File: config.mk
export PLATFORM = sky130hd
export DESIGN_NAME = mem_copy_engine_flat
export DESIGN_NICKNAME = d
export VERILOG_FILES = /design/src/rtl/mem_copy_engine_if.sv /design/src/rtl/mem_copy_engine.sv /design/src/flat_wrapper.sv
export SDC_FILE = /design/constraint.sdc
export NUM_CORES = 1
export LEC_CHECK = 0
export CAP_MARGIN = 5
export CORE_ASPECT_RATIO = 1.1
export CORE_MARGIN = 2
export CORE_UTILIZATION = 50
export DETAILED_ROUTE_END_ITERATION = 10
export GPL_TIMING_DRIVEN = 1
export PLACE_DENSITY = 0.95
export RECOVER_POWER = 100
export SLEW_MARGIN = 20
export SYNTH_ARGS = -nofsm -noshare
export SYNTH_HDL_FRONTEND = slang
export SYNTH_SLANG_ARGS = --single-unit
File: constraint.sdc
create_clock -name CLK -period 2.67 [get_ports CLK]
set_input_delay 0.534 -clock CLK [delete_from_list [all_inputs] [get_ports CLK]]
set_output_delay 0.534 -clock CLK [all_outputs]
set_load 0.02 [all_outputs]
File: src/rtl/mem_copy_engine_if.sv
// rtl/mem_copy_engine_if.sv - data memory port bundle between copy engine and memory
interface mem_copy_engine_if #(
    parameter int ADDR_W = 8,
    parameter int DATA_W = 8
) ();
    logic [ADDR_W-1:0] mem_addr;
    logic [DATA_W-1:0] mem_wdata;
    logic              mem_write;
    logic [DATA_W-1:0] mem_rdata;

    modport master (
        output mem_addr,
        output mem_wdata,
        output mem_write,
        input  mem_rdata
    );

    modport slave (
        input  mem_addr,
        input  mem_wdata,
        input  mem_write,
        output mem_rdata
    );
endinterface

File: src/rtl/mem_copy_engine.sv
// rtl/mem_copy_engine.sv - byte-block copy engine owning the data memory port
module mem_copy_engine #(
    parameter int ADDR_W = 8,
    parameter int DATA_W = 8
) (
    input  logic                  CLK,
    input  logic                  RST,
    input  logic                  start,
    input  logic [ADDR_W-1:0]     src_addr,
    input  logic [ADDR_W-1:0]     dst_addr,
    input  logic [7:0]            len,
    input  logic [ADDR_W-1:0]     core_addr_in,
    input  logic [DATA_W-1:0]     core_data_in,
    input  logic                  core_write,
    output logic [DATA_W-1:0]     core_data_out,
    output logic                  busy,
    output logic                  done,
    mem_copy_engine_if.master     mem
);
    typedef enum logic [1:0] {IDLE, READ, WRITE, DONE} state_t;

    state_t             state;
    state_t             state_nx;
    logic [ADDR_W-1:0]  src_cur;
    logic [ADDR_W-1:0]  dst_cur;
    logic [7:0]         cnt;
    logic [DATA_W-1:0]  byte_buf;
    logic               wr_int;

    // Loads always see the memory read port, copy or not.
    assign core_data_out = mem.mem_rdata;

    // State register.
    always_ff @(posedge CLK or posedge RST) begin
        if (RST) begin
            state <= IDLE;
        end else begin
            state <= state_nx;
        end
    end

    // Next-state decode: one read cycle then one write cycle per byte.
    always_comb begin
        state_nx = state;
        case (state)
            IDLE:    if (start) state_nx = (len != 8'd0) ? READ : DONE;
            READ:    state_nx = WRITE;
            WRITE:   state_nx = (cnt == 8'd1) ? DONE : READ;
            DONE:    state_nx = IDLE;
            default: state_nx = IDLE;
        endcase
    end

    // Copy pointers, remaining count and the byte in flight.
    always_ff @(posedge CLK or posedge RST) begin
        if (RST) begin
            src_cur  <= '0;
            dst_cur  <= '0;
            cnt      <= 8'd0;
            byte_buf <= '0;
        end else begin
            case (state)
                IDLE: begin
                    if (start) begin
                        src_cur <= src_addr;
                        dst_cur <= dst_addr;
                        cnt     <= len;
                    end
                end
                READ:  byte_buf <= mem.mem_rdata;
                WRITE: begin
                    src_cur <= src_cur + 1'b1;
                    dst_cur <= dst_cur + 1'b1;
                    cnt     <= cnt - 8'd1;
                end
                default: ;
            endcase
        end
    end

    // Status flags registered from the next state so they line up with it.
    always_ff @(posedge CLK or posedge RST) begin
        if (RST) begin
            busy <= 1'b0;
            done <= 1'b0;
        end else begin
            busy <= (state_nx == READ) || (state_nx == WRITE);
            done <= (state_nx == DONE);
        end
    end

    // Memory port mux: core pass-through unless a copy owns the port; the
    // write strobe is gated by reset so nothing commits while RST is high.
    always_comb begin
        mem.mem_addr  = core_addr_in;
        mem.mem_wdata = core_data_in;
        wr_int        = core_write;
        case (state)
            READ: begin
                mem.mem_addr = src_cur;
                wr_int       = 1'b0;
            end
            WRITE: begin
                mem.mem_addr  = dst_cur;
                mem.mem_wdata = byte_buf;
                wr_int        = 1'b1;
            end
            default: ;
        endcase
        mem.mem_write = wr_int & ~RST;
    end
endmodule
File: src/flat_wrapper.sv
// flat-port wrapper written by rule: the top's interface ports become plain ports
module mem_copy_engine_flat 
#(
    parameter int ADDR_W = 8,
    parameter int DATA_W = 8
)
  (CLK, RST, start, src_addr, dst_addr, len, core_addr_in, core_data_in, core_write, core_data_out, busy, done, mem_mem_addr, mem_mem_wdata, mem_mem_write, mem_mem_rdata);
  mem_copy_engine_if #(.ADDR_W(ADDR_W), .DATA_W(DATA_W)) mem_i ();
  input  logic CLK;
  input  logic RST;
  input  logic start;
  input  logic [ADDR_W-1:0] src_addr;
  input  logic [ADDR_W-1:0] dst_addr;
  input  logic [7:0] len;
  input  logic [ADDR_W-1:0] core_addr_in;
  input  logic [DATA_W-1:0] core_data_in;
  input  logic core_write;
  output logic [DATA_W-1:0] core_data_out;
  output logic busy;
  output logic done;
  output wire logic [$bits(mem_i.mem_addr)-1:0] mem_mem_addr;
  output wire logic [$bits(mem_i.mem_wdata)-1:0] mem_mem_wdata;
  output wire logic [$bits(mem_i.mem_write)-1:0] mem_mem_write;
  input wire logic [$bits(mem_i.mem_rdata)-1:0] mem_mem_rdata;
  assign mem_mem_addr = mem_i.mem_addr;
  assign mem_mem_wdata = mem_i.mem_wdata;
  assign mem_mem_write = mem_i.mem_write;
  assign mem_i.mem_rdata = mem_mem_rdata;
  mem_copy_engine #(.ADDR_W(ADDR_W), .DATA_W(DATA_W)) u_core (.CLK(CLK), .RST(RST), .start(start), .src_addr(src_addr), .dst_addr(dst_addr), .len(len), .core_addr_in(core_addr_in), .core_data_in(core_data_in), .core_write(core_write), .core_data_out(core_data_out), .busy(busy), .done(done), .mem(mem_i));
endmodule
==> flow_summary.rst <==
.. list-table::
   :header-rows: 1

   * - Metric
     - Value
   * - Run status
     - complete, no violations
   * - Worst path setup slack after routing
     - 0.0895 ns
   * - Required time of the worst setup path
     - 2.14 ns
   * - Hold path depth
     - 1
   * - DRC violations left
     - 0
   * - Instance count after placement with tap cells included
     - 378
   * - Number of DRC markers after the initial detailed-route iteration
     - 185
   * - Endpoint of the worst hold path
     - u_core.byte_buf[2]
   * - Clock buffers created by TritonCTS
     - 5
   * - Synth async-reset ratio
     - 1.00
   * - Count of state elements after synthesis
     - 36
   * - Vias in the first global route
     - 2,334
   * - Worst skew pair latency
     - 0.30 ns
   * - Category of the worst setup path launch point
     - flop
   * - GR Overflow Total
     - 0
   * - Most area-hungry cell type in the Yosys netlist
     - sky130_fd_sc_hd__dfrtp_1
   * - Final TNS setup
     - 0 ns
   * - Total inserted antenna cells
     - 0
   * - Final setup violation count
     - 0
   * - Worst-case headroom to the max-slew limit
     - 0.386
   * - Setup repair after global routing missed its margin
     - false
   * - Detailed-route via count
     - 2,329
   * - Proportion of layout cells with a drive suffix above 1
     - 0.118
   * - Clock tree from TritonCTS
     - built
   * - Number of enable-type register cells in the synthesized netlist
     - 0
   * - Depth of the worst register-to-register path
     - 8
   * - P per Cell Area
     - 1270 nW/um^2
   * - Register-to-register setup slack
     - 0.25 ns
   * - Global-route wire length before repair
     - 11.2 mm
   * - Filler-free cell count of the finished design
     - 386
   * - Total of warnings raised by yosys
     - 0
   * - Cell types with the highest counts after synthesis
     - 36 x sky130_fd_sc_hd__dfrtp_1, 27 x sky130_fd_sc_hd__a21oi_1, 21 x sky130_fd_sc_hd__nand2_1
   * - Hold Buf Count CTS
     - 0
   * - Rows
     - 26
   * - Clock tree sinks
     - 36
   * - Clock tree skew after final layout
     - 0.00799 ns
   * - Initial standard-cell utilization of the core
     - 0.514
   * - Worst endpoint data arrival time
     - 2.05 ns
   * - Total track usage
     - 0.263
   * - Min-Delay Startpoint
     - u_core.byte_buf[2]
   * - H-tree level count
     - 2
   * - Synth cell types
     - 37
   * - Clock-pin transition on the worst setup and hold timing paths
     - 0.08 ns
   * - Critical register-to-register path startpoint
     - u_core.state[0]
   * - Largest cells by area after synthesis
     - sky130_fd_sc_hd__dfrtp_1 38%, sky130_fd_sc_hd__mux2_2 8.1%, sky130_fd_sc_hd__a21oi_1 5.7%, sky130_fd_sc_hd__ha_1 4.7%, sky130_fd_sc_hd__o22a_1 4.4%
   * - Share of the synthesized area in the top cell type
     - 0.380
   * - Half-perimeter wire length after placement
     - 4.98 mm
   * - Final worst path period need
     - 2.58 ns
   * - Die Span X
     - 69.7 um
   * - Average detailed-routed wire length per instance
     - 17.6 um
   * - Reported max-cap violation count
     - 0
   * - Synth Cell Area
     - 2370 sq um
   * - Area of the core region
     - 4620 sq um
   * - Number of buffer cells added on primary ports
     - 78
   * - FF-to-FF End
     - u_core.busy
   * - Maximum resistive drop on vdd
     - 833 uV
   * - Endpoint type of the worst setup path
     - output pin
   * - Mean post-synth cell area
     - 9.05 sq um
   * - Period Utilization, post-route
     - 0.966
   * - Sum of routed wire length over all layers
     - 6.78 mm
   * - Class of the worst hold path
     - flop to flop
   * - Placement-stage worst setup slack
     - 0.110 ns
   * - Area of the die
     - 5310 sq um
   * - Max Fclk
     - 388 MHz
   * - Top_reg_cell synth
     - sky130_fd_sc_hd__dfrtp_1
   * - Post-Synthesis Net Count
     - 323
   * - Root buffer selected by CTS
     - sky130_fd_sc_hd__clkbuf_8
   * - Number of antenna violations at the first check in global routing
     - 0
   * - Final layout net count
     - 390
   * - Synth-to-Final Area Change
     - 39.2%
   * - Longest Clk Path Bufs
     - 2
   * - # IOs
     - 79
   * - Via density per instance
     - 6.03
   * - Remaining number of nets flagged by the antenna check after routing
     - 0
   * - Biggest fanout along the worst timing path
     - 35
   * - Worst-margin pin slew
     - 0.921 ns
   * - Number of endpoints with negative hold slack in the final report
     - 0
   * - Max-slew violation total from the final report
     - 0
   * - Global placement routability congestion
     - 0.868
   * - Pin count of the biggest net entering global routing
     - 37
   * - Worst setup path class
     - flop to output pin
   * - Postcts setup bufs
     - 0
   * - Most common cell in the netlist
     - sky130_fd_sc_hd__dfrtp_1
   * - Share of synthesized area occupied by flip-flops and latches
     - 0.380
   * - Post-synthesis instance total
     - 262
   * - Die outline height
     - 76.2 um
   * - Detailed-routing iteration count for the pre-antenna-repair pass
     - 4
   * - PnR Total Power
     - 4180 uW
   * - Utilization after layout
     - 0.715
   * - Leak
     - 0.00143 uW
[state kept, by name, summed over array words and instances, names as in the netlist]
signal / count
u_core.dst_cur: 8
u_core.cnt: 8
u_core.busy: 1
u_core.src_cur: 8
u_core.state: 2
u_core.done: 1
u_core.byte_buf: 8
[cells in the final DEF, fill, tap and decap left out, drive strengths merged, types with 3 or more instances in the layout]
cell | netlist | routed
clkbuf | 5 | 8
dlygate4sd2 | 0 | 9
ha | 9 | 9
nand2 | 21 | 21
nor2 | 16 | 16
mux2 | 17 | 17
inv | 6 | 6
mux2i | 11 | 11
o21ai | 20 | 20
o22ai | 13 | 13
clkdlybuf4s50 | 0 | 60
a21oi | 27 | 27
nand3 | 14 | 14
nor4 | 3 | 3
dlymetal6s2s | 0 | 8
o22a | 13 | 13
buf | 21 | 7
and3 | 4 | 4
a22oi | 7 | 7
dfrtp | 36 | 36
[logic make-up (layout without fill, tap and decap cells)]
| kind of cell | count (synthesis) | count (layout) | synth area share |
|---|---|---|---|
| AO/OA/AOI/OAI | 87 | 87 | 0.228 |
| AND/OR/NAND/NOR | 70 | 70 | 0.147 |
| flip-flops | 36 | 36 | 0.380 |
| buffers and inverters | 32 | 100 | 0.0691 |
| multiplexers | 28 | 28 | 0.129 |
| adder cells (fa/ha/maj) | 9 | 9 | 0.0475 |
[timing repair]
action                     in CTS  in global routing
gates cloned                    0                  0
setup endpoints to repair      12                  8
gates resized for setup        10                 10
[how the worst max path moves through the flow]
stage                          from          endpoint  cells after the start
finish              u_core.state[0]  mem_mem_wdata[7]                      5
global route        u_core.state[0]  mem_mem_wdata[7]                      5
CTS                 u_core.state[0]   mem_mem_addr[1]                      5
detailed placement  u_core.state[0]   mem_mem_addr[1]                      5
global placement    u_core.state[0]   mem_mem_addr[0]                      5
floorplan           u_core.state[0]   mem_mem_addr[6]                      6
[report_power, final]
group / switching, uW / internal, uW
clock: 212 / 330
combinational: 1350 / 1150
sequential: 325 / 823
total: 1880 / 2300
[through the flow]
step                      cell area (sq um)  hold WS, ns
after global placement                 3160        0.486
after global routing                   3300        0.535
after CTS                              3270        0.515
after floorplan                        2370        0.475
final                                  3300        0.513
after detailed placement               3160        0.497
[metal layers]
layer / global-route usage / up-vias / wire length [um]
met5: 0 / - / 0
met4: 0.0808 / 0 / 179
met3: 0.0648 / 24 / 573
met2: 0.464 / 132 / 3490
met1: 0.314 / 1077 / 2540
li1: - / 1096 / -
[worst max-delay path, cell delays in order (launching register included)]
cell                            delay, ns
sky130_fd_sc_hd__dfrtp_1             0.41
sky130_fd_sc_hd__inv_1               0.16
sky130_fd_sc_hd__ha_1                0.27
sky130_fd_sc_hd__buf_12              0.22
sky130_fd_sc_hd__mux2_2              0.35
sky130_fd_sc_hd__dlygate4sd2_1       0.33
[final cells by class]
class / instances / area (sq um)
multi-input cells: 194 / 1320
fillers: 333 / 1320
flip-flops and latches: 36 / 901
repair buffers: 86 / 860
clock buffers: 7 / 96.3
well taps: 56 / 70.1
clock inverters: 1 / 30.0
inverters: 6 / 22.5
(Power assumes the default switching activity.)
